**src/rtl/decoder_grant_arbiter_8.sv**
```systemverilog
// Round-robin arbiter for one resource shared by 8 requesters.
// The owner is held as a 3-bit index and decoded to one-hot grant lines.
// Hold time is bounded by MAX_HOLD when others wait, and each hand-over
// passes through one dead GAP cycle followed by an IDLE arbitration cycle.
module decoder_grant_arbiter_8 #(
  parameter int MAX_HOLD = 8,
  parameter int CNT_W    = 8
) (
  input  logic       clk,
  input  logic       reset,
  input  logic       enable,
  input  logic [7:0] req_lines,
  output logic [7:0] gnt_lines,
  output logic [2:0] gnt_index,
  output logic       gnt_valid,
  output logic       preempt
);

  typedef enum logic [1:0] {
    IDLE  = 2'd0,
    GRANT = 2'd1,
    GAP   = 2'd2
  } state_t;

  localparam logic [CNT_W-1:0] HOLD_MAX = CNT_W'(MAX_HOLD);
  localparam logic [CNT_W-1:0] HOLD_ONE = CNT_W'(1);

  state_t           state_q, state_n;
  logic [2:0]       last_q, last_n;
  logic [CNT_W-1:0] hold_q, hold_n;
  logic [7:0]       lines_n;
  logic [2:0]       index_n;
  logic             valid_n;
  logic             preempt_n;

  logic [2:0]       winner;
  logic [7:0]       owner_mask;
  logic             others_waiting;
  logic             owner_releases;
  logic             hold_expired;

  // First requester at or after last+1, wrapping 7->0; last itself is tried last.
  function automatic logic [2:0] pick_next(input logic [7:0] req, input logic [2:0] last);
    logic [2:0] cand;
    logic       found;
    pick_next = last;
    found     = 1'b0;
    for (int k = 1; k <= 8; k++) begin
      cand = last + 3'(k);
      if (!found && req[cand]) begin
        pick_next = cand;
        found     = 1'b1;
      end
    end
  endfunction

  assign winner         = pick_next(req_lines, last_q);
  assign owner_mask     = 8'(1) << gnt_index;
  assign others_waiting = |(req_lines & ~owner_mask);
  assign owner_releases = ~req_lines[gnt_index];
  assign hold_expired   = (hold_q == HOLD_MAX);

  // State and registered outputs; reset overrides everything.
  always_ff @(posedge clk) begin
    if (reset) begin
      state_q   <= IDLE;
      last_q    <= 3'd7;
      hold_q    <= '0;
      gnt_lines <= 8'h00;
      gnt_index <= 3'd0;
      gnt_valid <= 1'b0;
      preempt   <= 1'b0;
    end else begin
      state_q   <= state_n;
      last_q    <= last_n;
      hold_q    <= hold_n;
      gnt_lines <= lines_n;
      gnt_index <= index_n;
      gnt_valid <= valid_n;
      preempt   <= preempt_n;
    end
  end

  // Next-state selection: a release or an expired hold with competition ends a grant.
  always_comb begin
    state_n = state_q;
    unique case (state_q)
      IDLE:    if (enable && |req_lines) state_n = GRANT;
      GRANT:   if (owner_releases || (hold_expired && others_waiting)) state_n = GAP;
      GAP:     state_n = IDLE;
      default: state_n = IDLE;
    endcase
  end

  // Next values of outputs, pointer and hold counter; the index survives idle periods.
  always_comb begin
    lines_n   = gnt_lines;
    index_n   = gnt_index;
    valid_n   = gnt_valid;
    preempt_n = 1'b0;
    last_n    = last_q;
    hold_n    = hold_q;
    unique case (state_q)
      IDLE: begin
        if (enable && |req_lines) begin
          index_n = winner;
          lines_n = 8'(1) << winner;
          valid_n = 1'b1;
          hold_n  = HOLD_ONE;
        end
      end
      GRANT: begin
        if (owner_releases) begin
          last_n  = gnt_index;
          lines_n = 8'h00;
          valid_n = 1'b0;
        end else if (hold_expired && others_waiting) begin
          last_n    = gnt_index;
          lines_n   = 8'h00;
          valid_n   = 1'b0;
          preempt_n = 1'b1;
        end else if (!hold_expired) begin
          hold_n = hold_q + HOLD_ONE;
        end
      end
      GAP: begin
        lines_n = 8'h00;
        valid_n = 1'b0;
      end
      default: begin
        lines_n = 8'h00;
        valid_n = 1'b0;
      end
    endcase
  end

endmodule

```
**config.mk**
```make
export PLATFORM = sky130hd
export DESIGN_NAME = decoder_grant_arbiter_8
export DESIGN_NICKNAME = d
export VERILOG_FILES = /design/src/rtl/decoder_grant_arbiter_8.sv
export SDC_FILE = /design/constraint.sdc
export NUM_CORES = 1
export LEC_CHECK = 0
export CORE_MARGIN = 1.5
export CORE_UTILIZATION = 50
export CTS_CLUSTER_SIZE = 8
export DETAILED_ROUTE_END_ITERATION = 12
export GPL_ROUTABILITY_DRIVEN = 0
export PLACE_DENSITY = 0.7
export SLEW_MARGIN = 20
export SYNTH_ARGS = -nofsm -noshare
export SYNTH_HDL_FRONTEND = slang
export SYNTH_SLANG_ARGS = --single-unit
```
**constraint.sdc**
```tcl
create_clock -name clk -period 9.55 [get_ports clk]
set_clock_uncertainty 0.05 [all_clocks]
set_input_delay 1.91 -clock clk [delete_from_list [all_inputs] [get_ports clk]]
set_output_delay 1.91 -clock clk [all_outputs]
set_load 0.05 [all_outputs]
```
Yosys cells after proc, flatten, opt, wreduce, memory -nomap -nowiden
Cells that the tools add are included.
Widths: inputs -> output; s select.
{"block": "totals", "input_bits": 11, "ramBits": 0, "mem_count": 0, "reg_bits": 26, "rom_bits": 0, "latchBits": 0, "elab_cells": 118}
{"block": "classes", "shift": 2, "magnitude_cmp": 9, "n_div": 0, "n_mux": 52, "add_sub_neg": 8, "eq_ne": 9, "n_mul": 0, "bitwise_logic": 4, "reduce_logical": 27}
{"op": "$mux 8", "n": 7}
{"op": "$lt 3x4->1 const B", "n": 9}
{"op": "$pmux 8 s2", "n": 2}
{"op": "$mux 3", "n": 10}
{"op": "$bmux 1 s3", "n": 9}
{"op": "$mux 1", "n": 20}
{"op": "$reduce_or 8->1", "n": 2}
{"op": "$shl 1x3->8 const A", "n": 2}
{"op": "$add 3x3->3 const B", "n": 4}
{"op": "$ne 2x2->1 const B", "n": 5}
{"op": "$logic_and 1x1->1", "n": 9}
{"op": "$add 8x1->8 const B", "n": 1}
{"op": "$and 8x8->8", "n": 1}
{"op": "$eq 8x4->1 const B", "n": 1}
{"op": "$not 8->8", "n": 1}
{"op": "$reduce_and 2->1", "n": 4}
{"op": "$logic_not 1->1", "n": 7}
{"op": "$add 3x2->3 const B", "n": 2}
{"op": "$reduce_and 5->1", "n": 1}
{"op": "$mux 2", "n": 2}
{"op": "$pmux 2 s2", "n": 1}
{"op": "$add 3x1->3 const B", "n": 1}
{"op": "$ne 3x3->1 const B", "n": 1}
{"op": "$reduce_or 3->1", "n": 1}
{"op": "7 further kinds", "n": 8}

Longest topological paths before layout
{"block": "logic_depth", "depth_word": 28, "mapped_depth": 14}

Worst setup path before layout
Ideal clock, no wire load.
{"block": "synth_path", "path_type": "input -> register", "startpoint": "input port req_lines[0]", "endpoint": "register gnt_lines[3]", "arrival_time_ns": 3.819, "stages": 9, "n_path_buf": 1, "path_slack_ns": 5.564, "cell_sequence": "clkbuf_1 > mux4_2 > mux2_4 > clkinv_2 > o21ai_2 > nor4_4 > a2bb2oi_4 > nor2b_1 > a22o_1"}
{"block": "synth_via", "elab_chain_cells": 27, "word_cells_on_any_way": 59, "cone_classes": "eq/ne (2); shift (1); mux (36); bitwise (1); reduce/logical (19)"}
{"element": "start: declaration", "line_no": "12", "text": "input logic [7:0] req_lines,"}
{"element": "$bmux 1 s3", "line_no": "50", "text": "if (!found && req[cand]) begin"}
{"element": "$mux 1 (implied by the code)", "line_no": "50"}
{"element": "$mux 1", "line_no": "50"}
{"element": "$logic_not 1->1", "line_no": "50"}
{"element": "$logic_and 1x1->1", "line_no": "50"}
{"element": "$mux 1", "line_no": "50"}
{"element": "$logic_not 1->1", "line_no": "50"}
{"element": "$logic_and 1x1->1", "line_no": "50"}
{"element": "[... 11 more ...]"}
{"element": "$logic_and 1x1->1", "line_no": "50"}
{"element": "$mux 1", "line_no": "50"}
{"element": "$logic_not 1->1", "line_no": "50"}
{"element": "$logic_and 1x1->1", "line_no": "50"}
{"element": "$mux 3", "line_no": "50"}
{"element": "$shl 1x3->8", "line_no": "107", "text": "lines_n = 8'(1) << winner;"}
{"element": "$mux 8", "line_no": "105", "text": "if (enable && |req_lines) begin"}
{"element": "$pmux 8 s2", "line_no": "103", "text": "unique case (state_q)"}
{"element": "end signal: assignment", "line_no": "77", "text": "gnt_lines <= lines_n;"}
{"element": "end: declaration", "line_no": "13", "text": "output logic [7:0] gnt_lines,"}
Several ways; a longest one is shown, not always the timed one. The select of a mux whose other input is x is not followed.
A chain may end at the register's enable or synchronous reset.

Worst setup path after layout
{"block": "layout_path", "startpoint": "input port req_lines[7]", "endpoint": "register gnt_lines[3]"}
The elaborated chain is that of the path after synthesis.

==> results.ini <==
[floorplan]
chipWidth_um = 71.41
rows = 24
coreArea_um2 = 4414
start_util_pct = 53.00
die_h_um = 71.41
pin_count = 24
fp.dieArea_um2 = 5099

[run]
drv_cap = 0

[critical_path]
worstPathArrival_ns = 4.58
startpoint_type = input pin
slowest_delay_ns = 0.63
path_max_fanout = 12
ff2ff_path_depth = 10
crit_slowest_cell = clkdlybuf4s50_1
worstSetupEndpointType = flop
crit_chain = clkdlybuf4s50_1 -> mux2_1 -> o41ai_2 -> o21ai_2 -> nor4_4 -> a2bb2oi_4 -> nor2b_1 -> a22o_1
worst-setup-path-type = in -> reg
required_ns = 9.67

[synth]
synth_ff_type = dfxtp_1
ys_seq_elements = 25
syn_area_um2 = 2340
synth_nets = 269
synth_edf_count = 0
synth_cell_types = 74
ys_warn_count = 0
avgSynthCellArea_um2 = 9.212
synth_top_area_share_pct = 21.39
syn-instance-count = 254
seq_area_frac_synth_pct = 21.39
synthArstFlopShare_pct = 0
yosysTopAreaCell = dfxtp_1
synth_top_cells_by_area = dfxtp_1 21%, mux4_2 11%, mux2i_1 3.9%, nand2_1 3.7%, nor2_1 2.9%

[timing]
hold_violations = 0
min_period_ns = 4.463
post-route-period-util_pct = 46.74
fmax_mhz = 224.0
worst_pin_slew_ns = 1.132
hold_ws_ns = 0.3973
fin_tns_setup_ns = 0
fin_ws_ns = 5.087
setup_viol = 0
slew_headroom_pct = 24.08
rsz0062_at_grt = no
slew_viol_final = 0

[power]
power_frac_comb_pct = 59.3
internal_power_uw = 273.1
sw_frac_of_total_pct = 44.17
p_leak_nw = 0.9737
ir_worst_vdd_mv = 0.1115
p_seq_share_pct = 28.0
p_sw_uw = 216.0
clock_power_share_pct = 12.7
powerDensity_nw_per_um2 = 190.0

[global_route]
grt_usage_pct = 21.13
grt_max_degree = 20
antenna_found_initial = 0
overflow = 0
grt_pass1_wl_um = 8707
grt_pass1_vias = 1777

[detailed_routing]
vias_per_cell = 6.109
via_count = 1906
firstDrtPassIters = 4
drt_iter0_markers = 110
drtAntennaViolNets = 0
wl_per_cell_um = 16.21
routed_wl_um = 5058
drc = 0

[clock_network]
cts_setup_buffers = 0
cts.hold.buffers_added = 0
clock-sinks = 25
cts_tree = built
cts_buffers = 3
h-tree-depth = 1
cts.clk_slew.worst_paths_ns = 0.08
cts_max_path_buffers = 2
clockRootBuffer = clkbuf_8
clock_latency_ns = 0.27
ctsResizeCount = 0

[placed_design]
hpwl_um = 3689
io_buffers = 23
post-place-ws_ns = 4.866
dp.cells = 308

[cells_and_area]
final_cells = 312
final_nets = 276
final_cell_mix = 25 x dfxtp_1, 23 x nand2_1, 23 x clkdlybuf4s50_1
fin_util_pct = 58.30
final_common_cell = dfxtp_1
diodes = 0
drive_above_1_share_pct = 18.08
syn2layout_area_growth_pct = 10.00

[worst_hold_path]
min_path_cells = 2
hp-class = reg -> reg

[run_status]
outcome = complete, no violations

-- path summary, 6_finish.rpt --
check,slack [ns],end,from
worst max register to register,5.52,gnt_lines[0],last_q[0]
worst min register to register,0.40,gnt_lines[5],gnt_lines[5]
worst max-delay path,5.09,gnt_lines[3],req_lines[7]
worst min-delay path,0.40,gnt_lines[5],gnt_lines[5]
-- sequential cells by signal, indices dropped and copies added (netlist names) --
signal and count:
state_q 2, last_q 3, hold_q 8, gnt_lines 8
gnt_index 3, preempt 1
-- kinds of logic after synthesis --
logic type | after synthesis | share of synthesized area [%]
muxes | 32 | 21.02
adders and majority gates | 4 | 2.139
buffers and inverters | 31 | 6.363
and+or+nand+nor | 95 | 22.94
xor gates and xnor gates | 10 | 4.385
DFF | 25 | 21.39
AOI/OAI and AO/OA | 57 | 21.77
-- synth_stat cells, types with 5 or more instances --
cell	number
a21oi_1	5
and3_1	5
buf_2	7
clkbuf_1	11
dfxtp_1	25
inv_1	7
mux2_2	5
mux2i_1	9
mux4_2	11
nand2_1	23
nand2b_1	5
nand3_1	9
nor2_1	18
nor3_1	6
o21ai_0	6
xor2_1	6
-- metrics by stage --
stage	cell area, um^2	power, mW
finish	2574	0.4891
global route	2574	0.5197
CTS	2574	0.4905
detailed placement	2529	0.4265
global placement	2529	0.4271
floorplan	2340	0.3758
-- critical path, delay by kind of cell --
kind | cells | cell delay [ns]
buf+inv | 1 | 0.63
simple gates | 2 | 0.43
compound gates | 4 | 1.19
mux | 1 | 0.41
-- power by group through the flow --
stage,registers (mW),logic (mW),clock network [mW]
final,0.137,0.290,0.0621
after global routing,0.140,0.312,0.0674
after CTS,0.137,0.289,0.0644
after detailed placement,0.140,0.287,0
after global placement,0.139,0.288,0
after floorplan,0.152,0.224,0
-- per-layer routing --
layer	track usage, %	share of wire (%)	up-vias	routed length, um
met3	3.094	3.2	9	162
met4	4.612	0.97	0	49
met1	30.36	48	902	2443
li1	-	-	955	-
met5	0	0	-	0
met2	33.95	47	40	2402
-- final cells by class --
class	instances	area, um^2
Multi-Input combinational cell	198	1690
Fill cell	398	1841
Clock buffer	4	45.04
Tap cell	52	65.06
Timing Repair Buffer	24	237.7
Sequential cell	25	500.5
Inverter	9	35.03
Power figures use the tool's default switching activity.
